<file path="config.mk">
export PLATFORM = sky130hd
export DESIGN_NAME = stage_wb_flat
export DESIGN_NICKNAME = d
export VERILOG_FILES = /design/src/rtl/stage_wb_if.sv /design/src/rtl/stage_wb.sv /design/src/flat_wrapper.sv
export SDC_FILE = /design/constraint.sdc
export NUM_CORES = 1
export LEC_CHECK = 0
export BUFFER_PORTS_ARGS = -buffer_cell sky130_fd_sc_hd__buf_4
export CORE_ASPECT_RATIO = 0.5
export CORE_MARGIN = 8
export CORE_UTILIZATION = 40
export DETAILED_ROUTE_END_ITERATION = 6
export GPL_TIMING_DRIVEN = 1
export PLACE_DENSITY = 0.72
export SLEW_MARGIN = 25
export SYNTH_ARGS = -nofsm -noshare
export SYNTH_HDL_FRONTEND = slang
export SYNTH_SLANG_ARGS = --single-unit
</file>
<file path="constraint.sdc">
create_clock -name Clk -period 1.7 [get_ports Clk]
set_clock_uncertainty 0.15 [all_clocks]
set_input_delay 0.255 -clock Clk [delete_from_list [all_inputs] [get_ports Clk]]
set_output_delay 0.255 -clock Clk [all_outputs]
set_load 0.01 [all_outputs]
</file>
<file path="src/rtl/stage_wb_if.sv">
// Write-back stage bus: MEM-stage control/data in, register-file write port
// and hazard/forwarding signals out. The master side drives the stage inputs,
// the slave side is the write-back stage itself.
interface stage_wb_if #(
  parameter int DATA_W = 32
);
  logic              Stall;
  logic              Flush;
  logic              RegWrite_in;
  logic              MemtoReg_in;
  logic              RegDst_in;
  logic              MemRead_in;
  logic [4:0]        rt_in;
  logic [4:0]        rd_in;
  logic [DATA_W-1:0] ALUResult_in;
  logic [DATA_W-1:0] MemReadData_in;
  logic              MemDataValid;
  logic              RegWrite_out;
  logic [4:0]        WriteRegister;
  logic [DATA_W-1:0] WriteData;
  logic              WB_Busy;
  logic              MemTimeout;
  logic [4:0]        ID_rs;
  logic [4:0]        ID_rt;
  logic              FwdA;
  logic              FwdB;

  modport master (
    output Stall, Flush, RegWrite_in, MemtoReg_in, RegDst_in, MemRead_in,
           rt_in, rd_in, ALUResult_in, MemReadData_in, MemDataValid,
           ID_rs, ID_rt,
    input  RegWrite_out, WriteRegister, WriteData, WB_Busy, MemTimeout,
           FwdA, FwdB
  );

  modport slave (
    input  Stall, Flush, RegWrite_in, MemtoReg_in, RegDst_in, MemRead_in,
           rt_in, rd_in, ALUResult_in, MemReadData_in, MemDataValid,
           ID_rs, ID_rt,
    output RegWrite_out, WriteRegister, WriteData, WB_Busy, MemTimeout,
           FwdA, FwdB
  );
endinterface

</file>
<file path="src/rtl/stage_wb.sv">
// Pipeline write-back stage. Selects destination register and write data,
// waits (with a 15-cycle timeout) for late data-memory reads, and produces a
// one-cycle register-file write pulse per retired instruction.
// Optional feature macro: WB_FWD_EN -- when defined, FwdA/FwdB compare the
// registered write port against ID_rs/ID_rt; otherwise both are tied to 0.
module stage_wb #(
  parameter int DATA_W = 32
) (
  input  logic       Clk,
  input  logic       Reset,
  stage_wb_if.slave  wb
);

  typedef enum logic [0:0] {
    IDLE     = 1'b0,
    WAIT_MEM = 1'b1
  } state_t;

  localparam logic [3:0] LAST_WAIT = 4'd14;

  state_t            state, state_nxt;
  logic [3:0]        cnt, cnt_nxt;
  logic [4:0]        pend_reg, pend_reg_nxt;
  logic              pend_we, pend_we_nxt;

  logic              we_p0, we_nxt;
  logic [4:0]        wr_reg_p0, wr_reg_nxt;
  logic [DATA_W-1:0] wr_data_p0, wr_data_nxt;
  logic              busy_p0, busy_nxt;
  logic              timeout_p0, timeout_nxt;

  logic [4:0]        dest;
  logic [DATA_W-1:0] src_data;
  logic              load_miss;

  assign dest      = wb.RegDst_in ? wb.rd_in : wb.rt_in;
  assign src_data  = wb.MemtoReg_in ? wb.MemReadData_in : wb.ALUResult_in;
  assign load_miss = wb.MemRead_in & wb.MemtoReg_in & ~wb.MemDataValid;

  // State register
  always_ff @(posedge Clk or negedge Reset) begin
    if (!Reset) state <= IDLE;
    else        state <= state_nxt;
  end

  // Next-state and next-output decode; Flush overrides everything else
  always_comb begin
    state_nxt    = state;
    cnt_nxt      = cnt;
    pend_reg_nxt = pend_reg;
    pend_we_nxt  = pend_we;
    we_nxt       = 1'b0;
    wr_reg_nxt   = wr_reg_p0;
    wr_data_nxt  = wr_data_p0;
    busy_nxt     = busy_p0;
    timeout_nxt  = timeout_p0;

    if (wb.Flush) begin
      state_nxt   = IDLE;
      cnt_nxt     = 4'd0;
      wr_reg_nxt  = 5'd0;
      wr_data_nxt = '0;
      busy_nxt    = 1'b0;
    end else begin
      unique case (state)
        IDLE: begin
          if (wb.Stall) begin
            // hold write port, suppress a duplicate write
            we_nxt = 1'b0;
          end else if (load_miss) begin
            pend_reg_nxt = dest;
            pend_we_nxt  = wb.RegWrite_in;
            busy_nxt     = 1'b1;
            cnt_nxt      = 4'd0;
            state_nxt    = WAIT_MEM;
          end else begin
            wr_reg_nxt  = dest;
            wr_data_nxt = src_data;
            we_nxt      = wb.RegWrite_in & (dest != 5'd0);
            busy_nxt    = 1'b0;
          end
        end
        WAIT_MEM: begin
          if (wb.MemDataValid) begin
            wr_reg_nxt  = pend_reg;
            wr_data_nxt = wb.MemReadData_in;
            we_nxt      = pend_we & (pend_reg != 5'd0);
            busy_nxt    = 1'b0;
            cnt_nxt     = 4'd0;
            state_nxt   = IDLE;
          end else if (cnt == LAST_WAIT) begin
            // 15th empty wait cycle: drop the load and flag it
            timeout_nxt = 1'b1;
            busy_nxt    = 1'b0;
            cnt_nxt     = 4'd0;
            state_nxt   = IDLE;
          end else begin
            cnt_nxt = cnt + 4'd1;
          end
        end
        default: state_nxt = IDLE;
      endcase
    end
  end

  // Registered outputs, wait counter and pending-load bookkeeping
  always_ff @(posedge Clk or negedge Reset) begin
    if (!Reset) begin
      cnt        <= 4'd0;
      pend_reg   <= 5'd0;
      pend_we    <= 1'b0;
      we_p0      <= 1'b0;
      wr_reg_p0  <= 5'd0;
      wr_data_p0 <= '0;
      busy_p0    <= 1'b0;
      timeout_p0 <= 1'b0;
    end else begin
      cnt        <= cnt_nxt;
      pend_reg   <= pend_reg_nxt;
      pend_we    <= pend_we_nxt;
      we_p0      <= we_nxt;
      wr_reg_p0  <= wr_reg_nxt;
      wr_data_p0 <= wr_data_nxt;
      busy_p0    <= busy_nxt;
      timeout_p0 <= timeout_nxt;
    end
  end

  assign wb.RegWrite_out  = we_p0;
  assign wb.WriteRegister = wr_reg_p0;
  assign wb.WriteData     = wr_data_p0;
  assign wb.WB_Busy       = busy_p0;
  assign wb.MemTimeout    = timeout_p0;

`ifdef WB_FWD_EN
  assign wb.FwdA = we_p0 & (wr_reg_p0 == wb.ID_rs) & (wb.ID_rs != 5'd0);
  assign wb.FwdB = we_p0 & (wr_reg_p0 == wb.ID_rt) & (wb.ID_rt != 5'd0);
`else
  logic unused_id;
  assign unused_id = ^{wb.ID_rs, wb.ID_rt};
  assign wb.FwdA   = 1'b0;
  assign wb.FwdB   = 1'b0;
`endif

endmodule

</file>
<file path="src/flat_wrapper.sv">
// flat-port wrapper written by rule: the top's interface ports become plain ports
module stage_wb_flat 
#(
  parameter int DATA_W = 32
)
  (Clk, Reset, wb_Stall, wb_Flush, wb_RegWrite_in, wb_MemtoReg_in, wb_RegDst_in, wb_MemRead_in, wb_rt_in, wb_rd_in, wb_ALUResult_in, wb_MemReadData_in, wb_MemDataValid, wb_ID_rs, wb_ID_rt, wb_RegWrite_out, wb_WriteRegister, wb_WriteData, wb_WB_Busy, wb_MemTimeout, wb_FwdA, wb_FwdB);
  stage_wb_if #(.DATA_W(DATA_W)) wb_i ();
  input  logic Clk;
  input  logic Reset;
  input wire logic [$bits(wb_i.Stall)-1:0] wb_Stall;
  input wire logic [$bits(wb_i.Flush)-1:0] wb_Flush;
  input wire logic [$bits(wb_i.RegWrite_in)-1:0] wb_RegWrite_in;
  input wire logic [$bits(wb_i.MemtoReg_in)-1:0] wb_MemtoReg_in;
  input wire logic [$bits(wb_i.RegDst_in)-1:0] wb_RegDst_in;
  input wire logic [$bits(wb_i.MemRead_in)-1:0] wb_MemRead_in;
  input wire logic [$bits(wb_i.rt_in)-1:0] wb_rt_in;
  input wire logic [$bits(wb_i.rd_in)-1:0] wb_rd_in;
  input wire logic [$bits(wb_i.ALUResult_in)-1:0] wb_ALUResult_in;
  input wire logic [$bits(wb_i.MemReadData_in)-1:0] wb_MemReadData_in;
  input wire logic [$bits(wb_i.MemDataValid)-1:0] wb_MemDataValid;
  input wire logic [$bits(wb_i.ID_rs)-1:0] wb_ID_rs;
  input wire logic [$bits(wb_i.ID_rt)-1:0] wb_ID_rt;
  output wire logic [$bits(wb_i.RegWrite_out)-1:0] wb_RegWrite_out;
  output wire logic [$bits(wb_i.WriteRegister)-1:0] wb_WriteRegister;
  output wire logic [$bits(wb_i.WriteData)-1:0] wb_WriteData;
  output wire logic [$bits(wb_i.WB_Busy)-1:0] wb_WB_Busy;
  output wire logic [$bits(wb_i.MemTimeout)-1:0] wb_MemTimeout;
  output wire logic [$bits(wb_i.FwdA)-1:0] wb_FwdA;
  output wire logic [$bits(wb_i.FwdB)-1:0] wb_FwdB;
  assign wb_i.Stall = wb_Stall;
  assign wb_i.Flush = wb_Flush;
  assign wb_i.RegWrite_in = wb_RegWrite_in;
  assign wb_i.MemtoReg_in = wb_MemtoReg_in;
  assign wb_i.RegDst_in = wb_RegDst_in;
  assign wb_i.MemRead_in = wb_MemRead_in;
  assign wb_i.rt_in = wb_rt_in;
  assign wb_i.rd_in = wb_rd_in;
  assign wb_i.ALUResult_in = wb_ALUResult_in;
  assign wb_i.MemReadData_in = wb_MemReadData_in;
  assign wb_i.MemDataValid = wb_MemDataValid;
  assign wb_i.ID_rs = wb_ID_rs;
  assign wb_i.ID_rt = wb_ID_rt;
  assign wb_RegWrite_out = wb_i.RegWrite_out;
  assign wb_WriteRegister = wb_i.WriteRegister;
  assign wb_WriteData = wb_i.WriteData;
  assign wb_WB_Busy = wb_i.WB_Busy;
  assign wb_MemTimeout = wb_i.MemTimeout;
  assign wb_FwdA = wb_i.FwdA;
  assign wb_FwdB = wb_i.FwdB;
  stage_wb #(.DATA_W(DATA_W)) u_core (.Clk(Clk), .Reset(Reset), .wb(wb_i));
endmodule
</file>
After elaboration in Yosys (flattened, before gate mapping)
Index checks and enable logic that the tools add are counted.
{"block": "op_classes", "n_bitwise": 8, "div_mod_pow": 0, "eq_ne": 6, "n_reduce_logical": 7, "n_mux": 34, "n_mul": 0, "order_cmp": 0, "shift": 0, "n_addsub": 1}
{"cell": "$mux 32", "count": 5}
{"cell": "$pmux 32 s2", "count": 1}
{"cell": "$mux 5", "count": 5}
{"cell": "$mux 4", "count": 5}
{"cell": "$mux 1", "count": 13}
{"cell": "$pmux 5 s2", "count": 1}
{"cell": "$reduce_bool 5->1", "count": 2}
{"cell": "$ne 3x3->1 const B", "count": 3}
{"cell": "$pmux 4 s2", "count": 1}
{"cell": "$reduce_and 4->1", "count": 2}
{"cell": "$pmux 1 s2", "count": 3}
{"cell": "$add 4x1->4 const B", "count": 1}
{"cell": "$and 1x1->1", "count": 4}
{"cell": "$eq 4x4->1 const B", "count": 1}
{"cell": "$ne 4x4->1 const B", "count": 1}
{"cell": "$not 1->1", "count": 4}
{"cell": "$reduce_and 2->1", "count": 2}
{"cell": "$ne 3x2->1 const B", "count": 1}
{"cell": "$reduce_and 3->1", "count": 1}
{"block": "word_totals", "elab_cells": 65, "rom_bits": 0, "latchBits": 0, "inputBits": 93, "ff_bits": 51, "ramBits": 0, "output_inout_bits": 42, "mem_count": 0}

Logic depth before layout (Yosys ltp)
Gate-level depths: netlist of the first run.
{"block": "logic_depth", "word_depth": 7, "mapped_depth": 6}

Worst setup path before layout of the first run
Ideal clock, no wire load.
{"block": "synth_timing", "path_kind": "flip-flop to flip-flop", "from": "reg u_core.state", "to": "reg u_core.wr_data_p0[11], in the netlist u_core.wb.WriteData[11]", "path_slack_ns": 0.238, "setup_time_ns": 0.135, "path_stages_with_launch": 5, "arrival_time_ns": 1.177, "path_buffers": 1, "synth_period_minus_slack_ns": 1.462, "cell_sequence": "dfrtp_1 nor2_2 buf_2 mux2i_1 o31ai_1"}
{"block": "synth_between", "elab_chain_cells": 3}
{"item": "start, declared", "line_no": "stage_wb.sv:21", "rtl": "state_t state, state_nxt;"}
{"item": "start signal, assigned", "line_no": "stage_wb.sv:43", "rtl": "else state <= state_nxt;"}
{"item": "$not 1->1 (no source line)"}
{"item": "$ne 3x3->1 (no source line) / $pmux 32 s2 (equally long branches)"}
{"item": "$reduce_and 3->1 (no source line) / $mux 32 (equally long branches)"}
{"item": "end signal, assigned", "line_no": "stage_wb.sv:123", "rtl": "wr_data_p0 <= wr_data_nxt;"}
{"item": "end, declared", "line_no": "stage_wb.sv:28", "rtl": "logic [DATA_W-1:0] wr_data_p0, wr_data_nxt;"}
Parallel ways exist; a longest one is shown, timed or not.
A chain may end at the register's enable or synchronous reset.

Final worst setup path of the first run
{"block": "layout_timing", "from": "reg u_core.state", "to": "reg u_core.wr_data_p0[0], in the netlist u_core.wb.WriteData[0]"}
Same word-level chain as after synthesis.

==> reports/qor.csv, run 1 <==
stage;metric;value;unit
synth;top-area cell type share of the netlist area;50.0;%
critical_path;Reg2Reg Depth;5;
critical_path;Worst Path Arrival;1610;ps
synth;Yosys warning count;0;
placed_design;gpl congestion;0.766;
critical_path;reg2reg end;u_core.wb.WriteData[0]$_DFFE_PN0P_;
critical_path;worst r2r src;u_core.state$_DFF_PN0_;
timing;final hold vios;0;
floorplanning;Die ar.;9340;µm²
worst_hold_path;min-delay worst type;input pin to register;
detailed_routing;Iter 0 DRT Violations;126;
clocking;CTS tree;yes;
detailed_routing;post-route ant nets;0;
global_routing;number of global-route vias before repair;2308;
pwr;overall power;3250;µW
critical_path;Critical Path Source Type;register;
final_layout;Area growth syn-to-layout;49.4;%
critical_path;WP data required;1710;ps
synth;Post-Synth Simple-Gate Area;11.7;%
synth;Synth area leader;dfrtp_1;
job;max_cap viols;0;
synth;combinational family with the most area after synthesis;multiplexers;
worst_hold_path;hold endpoint;u_core.pend_we$_DFFE_PN0P_;
synth;post-synthesis adder-cell area fraction;0.981;%
pwr;pwr/cell area;852;nW/µm²
timing;Peak Freq;625;MHz
timing;RSZ-0062 raised after global routing;no;
floorplanning;Die Wd;129;µm
critical_path;crit path max fanout;19;
pwr;Comb power frac;21.4;%
timing;minimum clock period;1600;ps
detailed_routing;Post-route DRC;0;
synth;Yosys cell types;32;
worst_hold_path;Hold Path Depth;2;
pwr;Psw;808;µW
placed_design;Placement Cell Area;3570;µm²
placed_design;hpwl dp;5490;µm
synth;Syn Inst Count;241;
detailed_routing;drt pass-1 iters;4;
final_layout;nets;460;
floorplanning;core box area;6110;µm²
synth;sequential area share after synthesis;50.0;%
clocking;CTS buffer count;5;
synth;Synth area leaders;dfrtp_1 50%, mux2i_1 15%, o31ai_1 11%;
floorplanning;row count;20;
worst_hold_path;hold_sp;wb_RegWrite_in;
floorplanning;Starting Density;41.8;%
global_routing;initial antenna violation count;0;
synth;proportion of synthesized area in mux cells;16.7;%
timing;Slew Limit Headroom;57.3;%
synth;synthesized-area fraction occupied by xor and xnor cells;0.343;%
global_routing;total grt overflow;0;
pwr;clock share of power;35.5;%
timing;final slew viol count;0;
detailed_routing;via count;2305;
synth;syn avg cell area;10.6;µm²
floorplanning;Die Ht;72.5;µm
pwr;peak supply drop;0.654;mV
critical_path;Worst setup EP type;register;
placed_design;PortBufs;122;
synth;Seq cells post-synth;51;
critical_path;slack of the worst reg-to-reg path;100;ps
clocking;Clock Latency Late Sink;280;ps
clocking;clk root buf;clkbuf_16;
floorplanning;Ports;135;
detailed_routing;DR vias/cell;5.08;
synth;synthesized area;2550;µm²
detailed_routing;DR WL/cell;16.5;µm
pwr;Static Leakage;0.00190;µW
pwr;Seq pwr share;43.2;%
final_layout;layout cells sized above 1;41.0;%
outcome;run status;finished clean;
critical_path;Critical Path Start;u_core.state$_DFF_PN0_;
clocking;maximum root-to-sink buffer count;2;
critical_path;Setup CP Type;register to register;
clocking;htree depth;2;
timing;Final setup viols;0;
timing;slew at the pin with the worst max-slew slack;640;ps
clocking;clk slew on worst S/H paths;70;ps
timing;Final period util;94.1;%
pwr;Int Pwr;2440;µW
clocking;clock sink count;51;
global_routing;GRT Resource Usage Total;14.7;%
final_layout;max FFs per register;32;
synth;compound-gate portion of the synthesized area;15.1;%
pwr;Switching Fraction;24.9;%
global_routing;largest net degree at the start of global routing;75;
global_routing;first-pass GRT wire length;11200;µm
detailed_routing;drt total wl;7490;µm
final_layout;Final Instance Area;3810;µm²
final_layout;ANT cells;0;
==> cell usage in the layout, fill, tap and decap left out, types with 2 or more instances in the layout <==
cell type / synthesis / layout
clkbuf_16: 0 / 6
o21ai_0: 7 / 7
mux2_2: 3 / 3
dfrtp_1: 51 / 50
buf_4: 9 / 130
nand3_1: 4 / 4
nor3_1: 2 / 2
buf_6: 0 / 2
mux2i_1: 37 / 37
mux2_1: 2 / 2
o31ai_1: 37 / 37
ha_1: 2 / 2
a21oi_1: 4 / 4
buf_12: 0 / 2
nor2_1: 7 / 6
nand2_1: 48 / 48
conb_1: 1 / 2
inv_1: 2 / 2
==> power by group through the flow <==
stage	Sequential (µW)	Combinational, µW	Clock [µW]
finish	1400	694	1150
global route	1410	752	1230
CTS	1400	679	1180
detailed placement	1420	676	0
global placement	1420	657	0
floorplan	1450	260	0
==> stage by stage <==
stage               utilization (%)  hold slack, ps  worst slack [ps]  cells  TNS, ps
floorplan                         -            -191               238    242        0
global placement               58.5             168              60.7    441        0
detailed placement             58.5             178             -35.9    441    -38.9
CTS                            61.5            56.4              67.1    450        0
global route                   62.4            54.5              25.2    454        0
finish                         62.4            58.2              99.7    454        0
==> how the worst max path moves through the flow <==
stage          cells past startpoint                             endpoint  slack, ps
2_1_floorplan                      4  u_core.wb.WriteData[11]$_DFFE_PN0P_        240
3_3_place_gp                       5  u_core.wb.WriteData[16]$_DFFE_PN0P_         60
3_5_place_dp                       6   u_core.wb.WriteData[2]$_DFFE_PN0P_        -40
4_1_cts                            5   u_core.wb.WriteData[2]$_DFFE_PN0P_         70
5_1_grt                            5       u_core.pend_reg[1]$_DFFE_PN0P_         30
6_report                           5   u_core.wb.WriteData[0]$_DFFE_PN0P_        100
==> cells by family after synthesis <==
group | after synthesis
AO/OA/AOI/OAI | 53
multiplexers | 42
AND/OR/NAND/NOR | 69
XOR/XNOR | 1
adder cells (fa/ha/maj) | 2
buffers and inverters | 22
other | 1
flip-flops | 51
==> worst max-delay path, cell delays in order, from the launching register on <==
cell     delay [ps]
dfrtp_2         460
buf_4           160
nor2_4          130
buf_12          190
mux2i_1         270
o31ai_1          90
==> cell type report <==
class,count,area (µm²)
fillers,515,2290
flip-flops and latches,51,1280
multi-input cells,169,1170
repair buffers,136,1070
clock buffers,6,139
well taps,88,110
clock inverters,2,35.0
inverters,2,7.51
==> repair_timing <==
action / CTS / global route
gates cloned: 0 / 2
endpoints found under the setup margin: 1 / 10
resized for setup: 1 / 5
buffers inserted: 0 / 2
pin swaps: 0 / 1
endpoints found under the hold margin: 51 / 0
hold buffers: 1 / 0
==> synthesized netlist by cell type, drive strengths merged <==
cell / instances
conb: 1
xor2: 1
nand2b: 1
buf: 15
inv: 2
nor3b: 1
nor2: 8
o311ai: 1
nand3b: 1
mux2i: 37
clkbuf: 5
o31ai: 37
nand2: 48
o2111ai: 1
nor3: 2
mux2: 5
a221oi: 1
a21oi: 4
ha: 2
a41o: 1
and2: 1
or4: 1
nand4bb: 1
nand3: 4
a32o: 1
nand4b: 1
o21ai: 7
dfrtp: 51
==> routing by layer <==
metal | track usage [%] | wire length, µm | vias to the layer above
li1 | - | - | 1117
met1 | 14.9 | 2810 | 1124
met2 | 29.6 | 4250 | 60
met3 | 3.58 | 389 | 4
met4 | 3.48 | 45 | 0
met5 | 0 | 0 | -
Power figures use the tool's default switching activity.
==> inputs of run 2 (changes only) <==
--- a/config.mk
+++ b/config.mk
@@ -6,12 +6,12 @@
 export NUM_CORES = 1
 export LEC_CHECK = 0
 export BUFFER_PORTS_ARGS = -buffer_cell sky130_fd_sc_hd__buf_4
-export CORE_ASPECT_RATIO = 0.5
 export CORE_MARGIN = 8
 export CORE_UTILIZATION = 40
 export DETAILED_ROUTE_END_ITERATION = 6
 export GPL_TIMING_DRIVEN = 1
-export PLACE_DENSITY = 0.72
+export PLACE_DENSITY = 0.71
+export SETUP_SLACK_MARGIN = 0.5
 export SLEW_MARGIN = 25
 export SYNTH_ARGS = -nofsm -noshare
 export SYNTH_HDL_FRONTEND = slang
==> reports/qor.csv, run 2 (synthesis results as in run 1) <==
stage;metric;value;unit;change
outcome;run status;finished clean;;
critical_path;Stages on worst setup path;6;;+1
timing;minimum clock period;1580;ps;-22.2 ps
placed_design;DP Worst Slack;14.0;ps;+49.9 ps
detailed_routing;post-route ant nets;0;;unchanged
final_layout;nets;493;;+7.2%
timing;final slew viol count;0;;unchanged
floorplanning;Die Ht;95.9;µm;+32%
critical_path;Setup CP Type;register to register;;
worst_hold_path;min-delay worst type;input pin to register;;
pwr;pwr/cell area;709;nW/µm²;-17%
detailed_routing;via count;2464;;+6.9%
floorplanning;row count;29;;+45%
clocking;CTS tree;yes;;
global_routing;largest net degree at the start of global routing;39;;-48%
critical_path;CP max-delay cell;dfrtp_2;;
detailed_routing;DR vias/cell;5.18;;+2.0%
final_layout;Area growth syn-to-layout;70.1;%;
floorplanning;core box area;6280;µm²;+2.8%
critical_path;Worst Path Arrival;1630;ps;+20 ps
timing;final setup margin;122;ps;+22.2 ps
floorplanning;Starting Density;40.6;%;-1.1 points
critical_path;Critical Path Start;u_core.state$_DFF_PN0_;;
timing;Final period util;92.8;%;-1.3 points
global_routing;number of global-route vias before repair;2372;;+2.8%
critical_path;reg2reg end;u_core.wb.WriteData[18]$_DFFE_PN0P_;;
final_layout;ANT cells;0;;unchanged
critical_path;Critical Path Source Type;register;;
critical_path;worst r2r src;u_core.state$_DFF_PN0_;;
placed_design;hpwl dp;5330;µm;-3.0%
critical_path;max incr delay on CP;480;ps;+20 ps
timing;final hold vios;0;;unchanged
detailed_routing;Post-route DRC;0;;unchanged
worst_hold_path;Hold Path Depth;2;;unchanged
pwr;Static Leakage;0.00215;µW;+13%
worst_hold_path;hold_sp;wb_RegWrite_in;;
clocking;clk root buf;clkbuf_8;;
critical_path;slack of the worst reg-to-reg path;120;ps;+20 ps
floorplanning;Die Wd;95.9;µm;-26%
global_routing;initial antenna violation count;0;;unchanged
worst_hold_path;hold endpoint;u_core.pend_we$_DFFE_PN0P_;;
clocking;htree depth;2;;unchanged
timing;RSZ-0062 raised after global routing;yes;;
critical_path;CP cell instances;nor2_4 -> a221oi_4 -> buf_12 -> clkbuf_16 -> nand2_1 -> o31ai_1;;
global_routing;total grt overflow;0;;unchanged
clocking;CTS buffer count;5;;unchanged
critical_path;Reg2Reg Depth;6;;+1
detailed_routing;drt pass-1 iters;6;;+2
floorplanning;Ports;135;;unchanged
final_layout;final core utilization;69.1;%;+6.7 points
timing;Peak Freq;634;MHz;+1.4%
final_layout;commonest non-fill, non-tap cell in the layout;buf_4;;
clocking;clock sink count;51;;unchanged
clocking;Clock Latency Late Sink;300;ps;+20 ps
floorplanning;Die ar.;9190;µm²;-1.7%
placed_design;Placed Cells;429;;-2.7%
placed_design;PortBufs;122;;unchanged
timing;Setup TNS Final;0;ps;unchanged
global_routing;first-pass GRT wire length;11100;µm;-0.44%
timing;Final setup viols;0;;unchanged
critical_path;crit path max fanout;9;;-10
clocking;clk slew on worst S/H paths;90;ps;+20 ps
detailed_routing;drt total wl;8060;µm;+7.6%
placed_design;gpl congestion;0.777;;+1.5%
critical_path;WP buf/inv;2;;unchanged
final_layout;max FFs per register;32;;unchanged
detailed_routing;DR WL/cell;16.9;µm;+2.6%
final_layout;non-filler cells in the finished layout;476;;+4.8%
global_routing;GRT Resource Usage Total;15.1;%;+0.39 points
clocking;maximum root-to-sink buffer count;2;;unchanged
pwr;overall power;3080;µW;-5.2%
critical_path;Worst setup EP type;register;;
critical_path;WP data required;1750;ps;+40 ps
final_layout;layout cells sized above 1;50.4;%;+9.4 points
pwr;peak supply drop;0.432;mV;-34%
detailed_routing;Iter 0 DRT Violations;65;;-48%
job;max_cap viols;0;;unchanged
critical_path;CP top delay family;flip-flops;;
final_layout;most frequent cells in the layout;115 x buf_4, 50 x dfrtp_1, 47 x nand2_1;;
-- run 2: cell count changes in the layout (fill, tap and decap cells not counted), sizes merged --
cell / previous run / this run
clkinvlp: 0 / 1
clkinv: 1 / 0
clkbuf: 7 / 11
buf: 134 / 164
bufinv: 1 / 0
-- run 2: cell type report --
class	instances	area, µm²
timing repair buffer	169	1590
clock inverter	1	7.51
inverter	2	7.51
tap	77	96.3
multi-input combinational	169	1270
fill	486	1940
clock buffer	7	96.3
sequential	51	1280
-- run 2: report_power, final --
part	internal, µW	switching, µW	leakage, µW
Sequential	1330	84.3	0.000664
Combinational	541	362	0.00144
Clock	371	390	0.0000505
Total	2240	836	0.00215
-- run 2: metal layers --
layer	wire [µm]	vias to the layer above	track usage, %
met5	0	-	0
met4	43	0	4.10
met3	607	5	4.68
met2	4170	70	25.7
met1	3240	1214	17.9
li1	-	1175	-
-- run 2: worst reg2reg max path, cell delays in order (launching register included) --
cell and delay (ps):
dfrtp_2 480, nor2_4 70, a221oi_4 290, buf_12 200, clkbuf_16 170, nand2_1 60, o31ai_1 70
-- run 2: what timing repair did --
item,in CTS,in global routing
endpoints found under the setup margin,90,91
hold buffers,1,0
pin swaps,5,3
buffers inserted,18,14
cloned,0,6
resized for setup,50,12
endpoints found under the hold margin,28,0
-- run 2: worst max-delay path by stage --
stage | end | slack [ps]
finish | u_core.wb.WriteData[18]$_DFFE_PN0P_ | 120
global route | u_core.wb.WriteData[18]$_DFFE_PN0P_ | 60
CTS | u_core.wb.WriteData[5]$_DFFE_PN0P_ | 150
detailed placement | u_core.wb.WriteData[5]$_DFFE_PN0P_ | 10
global placement | u_core.wb.WriteData[28]$_DFFE_PN0P_ | 40
floorplan | u_core.wb.WriteData[10]$_DFFE_PN0P_ | 310
-- run 2: per-stage QoR --
stage / cell area, µm² / hold slack, ps
finish: 4340 / 50.6
global placement: 3600 / 59.7
global route: 4340 / 33.1
CTS: 4040 / 32.7
floorplan: 2630 / -191
detailed placement: 3600 / 62.8
==> inputs of run 3 (changes only) <==
--- a/config.mk
+++ b/config.mk
@@ -7,10 +7,10 @@
 export LEC_CHECK = 0
 export BUFFER_PORTS_ARGS = -buffer_cell sky130_fd_sc_hd__buf_4
 export CORE_MARGIN = 8
-export CORE_UTILIZATION = 40
+export CORE_UTILIZATION = 45
 export DETAILED_ROUTE_END_ITERATION = 6
 export GPL_TIMING_DRIVEN = 1
-export PLACE_DENSITY = 0.71
+export PLACE_DENSITY = 0.79
 export SETUP_SLACK_MARGIN = 0.5
 export SLEW_MARGIN = 25
 export SYNTH_ARGS = -nofsm -noshare
==> reports/qor.csv, run 3 (synthesis results as in run 1) <==
stage;metric;value;unit;change
final_layout;Final Instance Area;4340;µm²;about the same
pwr;Psw;857;µW;+2.5%
final_layout;most frequent cells in the layout;106 x buf_4, 50 x dfrtp_1, 46 x nand2_1, 46 x buf_6, 35 x mux2i_1;;
final_layout;fillcell total;338;;-30%
final_layout;Area growth syn-to-layout;70.3;%;about the same
timing;Peak Freq;602;MHz;-5.0%
timing;Final period util;97.7;%;+4.9 points
detailed_routing;Post-route DRC;0;;unchanged
job;max_cap viols;0;;unchanged
floorplanning;row count;27;;-6.9%
critical_path;max incr delay on CP;440;ps;-40 ps
pwr;peak supply drop;0.406;mV;-5.9%
critical_path;Reg2Reg Depth;5;;-1
critical_path;CP top delay family;flip-flops;;
critical_path;Setup CP Type;register to register;;
timing;final slew viol count;0;;unchanged
detailed_routing;drt total wl;8760;µm;+8.7%
critical_path;Worst Path Arrival;1700;ps;+70 ps
critical_path;CP cell instances;buf_12 -> buf_4 -> nor3_4 -> nand2b_4 -> mux2_4;;
critical_path;Critical Path Source Type;register;;
clocking;clk slew on worst S/H paths;90;ps;about the same
floorplanning;Die Ht;91.3;µm;-4.8%
floorplanning;Die ar.;8330;µm²;-9.3%
pwr;Static Leakage;0.00214;µW;-0.47%
placed_design;DP Worst Slack;-19.5;ps;-33.6 ps
global_routing;largest net degree at the start of global routing;33;;-15%
critical_path;Worst setup EP type;register;;
pwr;Seq pwr share;44.3;%;-1.7 points
pwr;Int Pwr;2340;µW;+4.5%
pwr;Comb power frac;28.4;%;-0.9 points
clocking;maximum root-to-sink buffer count;2;;unchanged
timing;Setup TNS Final;0;ps;unchanged
critical_path;WP data required;1740;ps;about the same
placed_design;PortBufs;122;;unchanged
pwr;pwr/cell area;737;nW/µm²;+3.9%
critical_path;WP buf/inv;2;;unchanged
global_routing;total grt overflow;0;;unchanged
floorplanning;core box area;5510;µm²;-12%
floorplanning;Ports;135;;unchanged
critical_path;crit path max fanout;5;;-4
final_layout;flip-flop and latch area;1280;µm²;unchanged
placed_design;Placement Cell Area;3620;µm²;+0.59%
clocking;CTS tree;yes;;
timing;minimum clock period;1660;ps;+83.5 ps
pwr;Switching Fraction;26.8;%;-0.39 points
clocking;clk root buf;clkbuf_8;;
detailed_routing;DR vias/cell;5.40;;+4.3%
global_routing;number of global-route vias before repair;2527;;+6.5%
clocking;CTS buffer count;5;;unchanged
floorplanning;Die Wd;91.3;µm;-4.8%
clocking;htree depth;2;;unchanged
detailed_routing;Iter 0 DRT Violations;93;;+43%
floorplanning;Starting Density;46.3;%;+5.7 points
timing;final setup margin;38.4;ps;-83.5 ps
detailed_routing;DR WL/cell;18.8;µm;+11%
pwr;clock share of power;27.3;%;+2.6 points
global_routing;initial antenna violation count;0;;unchanged
critical_path;worst r2r src;u_core.state$_DFF_PN0_;;
detailed_routing;post-route ant nets;0;;unchanged
critical_path;CP max-delay cell;dfrtp_2;;
timing;RSZ-0062 raised after global routing;yes;;
detailed_routing;via count;2515;;+2.1%
outcome;run status;finished clean;;
final_layout;max FFs per register;32;;unchanged
timing;Final setup viols;0;;unchanged
final_layout;commonest non-fill, non-tap cell in the layout;buf_4;;
clocking;Clock Latency Late Sink;300;ps;about the same
critical_path;Stages on worst setup path;5;;-1
timing;final hold vios;0;;unchanged
pwr;overall power;3200;µW;+4.0%
global_routing;first-pass GRT wire length;12900;µm;+16%
final_layout;ANT cells;0;;unchanged
placed_design;hpwl dp;5520;µm;+3.5%
global_routing;GRT Resource Usage Total;18.9;%;+3.8 points
placed_design;gpl congestion;0.813;;+4.6%
final_layout;final core utilization;78.9;%;+9.7 points
clocking;clock sink count;51;;unchanged
worst_hold_path;min-delay worst type;input pin to register;;
final_layout;nets;488;;-1.0%
final_layout;area of the multi-input gates;1270;µm²;unchanged
critical_path;Critical Path Start;u_core.state$_DFF_PN0_;;
critical_path;slack of the worst reg-to-reg path;40;ps;-80 ps
critical_path;Worst setup endpoint;u_core.pend_reg[3]$_DFFE_PN0P_;;
critical_path;reg2reg end;u_core.pend_reg[3]$_DFFE_PN0P_;;
final_layout;layout cells sized above 1;49.7;%;-0.63 points
detailed_routing;drt pass-1 iters;4;;-2
[run 3: per-layer routing]
| metal | GRT usage [%] | wire (µm) |
|---|---|---|
| met5 | 0 | 0 |
| met4 | 2.86 | 49 |
| met3 | 5.68 | 572 |
| met2 | 32.3 | 4530 |
| met1 | 23.3 | 3610 |
[run 3: repair_timing]
item,4_1_cts,5_1_grt
hold endpoints to repair,25,0
hold buffers,1,0
buffers inserted,15,12
resized for setup,55,17
gates cloned,2,2
setup endpoints to repair,91,91
pin swaps,3,8
[run 3: worst min path at each step]
| stage | depth (start not counted) | start | end |
|---|---|---|---|
| 2_1_floorplan | 0 | Reset | u_core.cnt[0]$_DFFE_PN0P_ |
| 3_3_place_gp | 1 | Reset | u_core.wb.WriteData[24]$_DFFE_PN0P_ |
| 3_5_place_dp | 1 | Reset | u_core.wb.WriteData[24]$_DFFE_PN0P_ |
| 4_1_cts | 2 | wb_RegWrite_in | u_core.pend_we$_DFFE_PN0P_ |
| 5_1_grt | 2 | wb_RegWrite_in | u_core.pend_we$_DFFE_PN0P_ |
| 6_report | 2 | wb_RegWrite_in | u_core.pend_we$_DFFE_PN0P_ |
[run 3: worst reg2reg max path: cells and delay by family (launching register included)]
family,cells,cell delay (ps)
buffers and inverters,2,280
flip-flops,1,440
multiplexers,1,310
AND/OR/NAND/NOR,2,360
[run 3: final cells by class]
type                    count  area share [%]
repair buffers            164            36.4
clock inverters             2           0.806
clock buffers               6            1.90
multi-input cells         169            29.2
well taps                  72            2.07
inverters                   2           0.173
flip-flops and latches     51            29.4
[run 3: power by group through the flow]
stage	Combinational [µW]	Sequential [µW]	Clock, µW
2_1_floorplan	285	1460	0
3_3_place_gp	690	1420	0
3_5_place_dp	707	1420	0
4_1_cts	839	1410	880
5_1_grt	972	1430	930
6_report	909	1420	873
[run 3: metrics by stage]
stage                     hold WS (ps)  cells
final                             57.3    466
after detailed placement          33.7    426
after floorplan                   -191    242
after CTS                         41.0    452
after global placement            33.0    426
after global routing              47.3    466
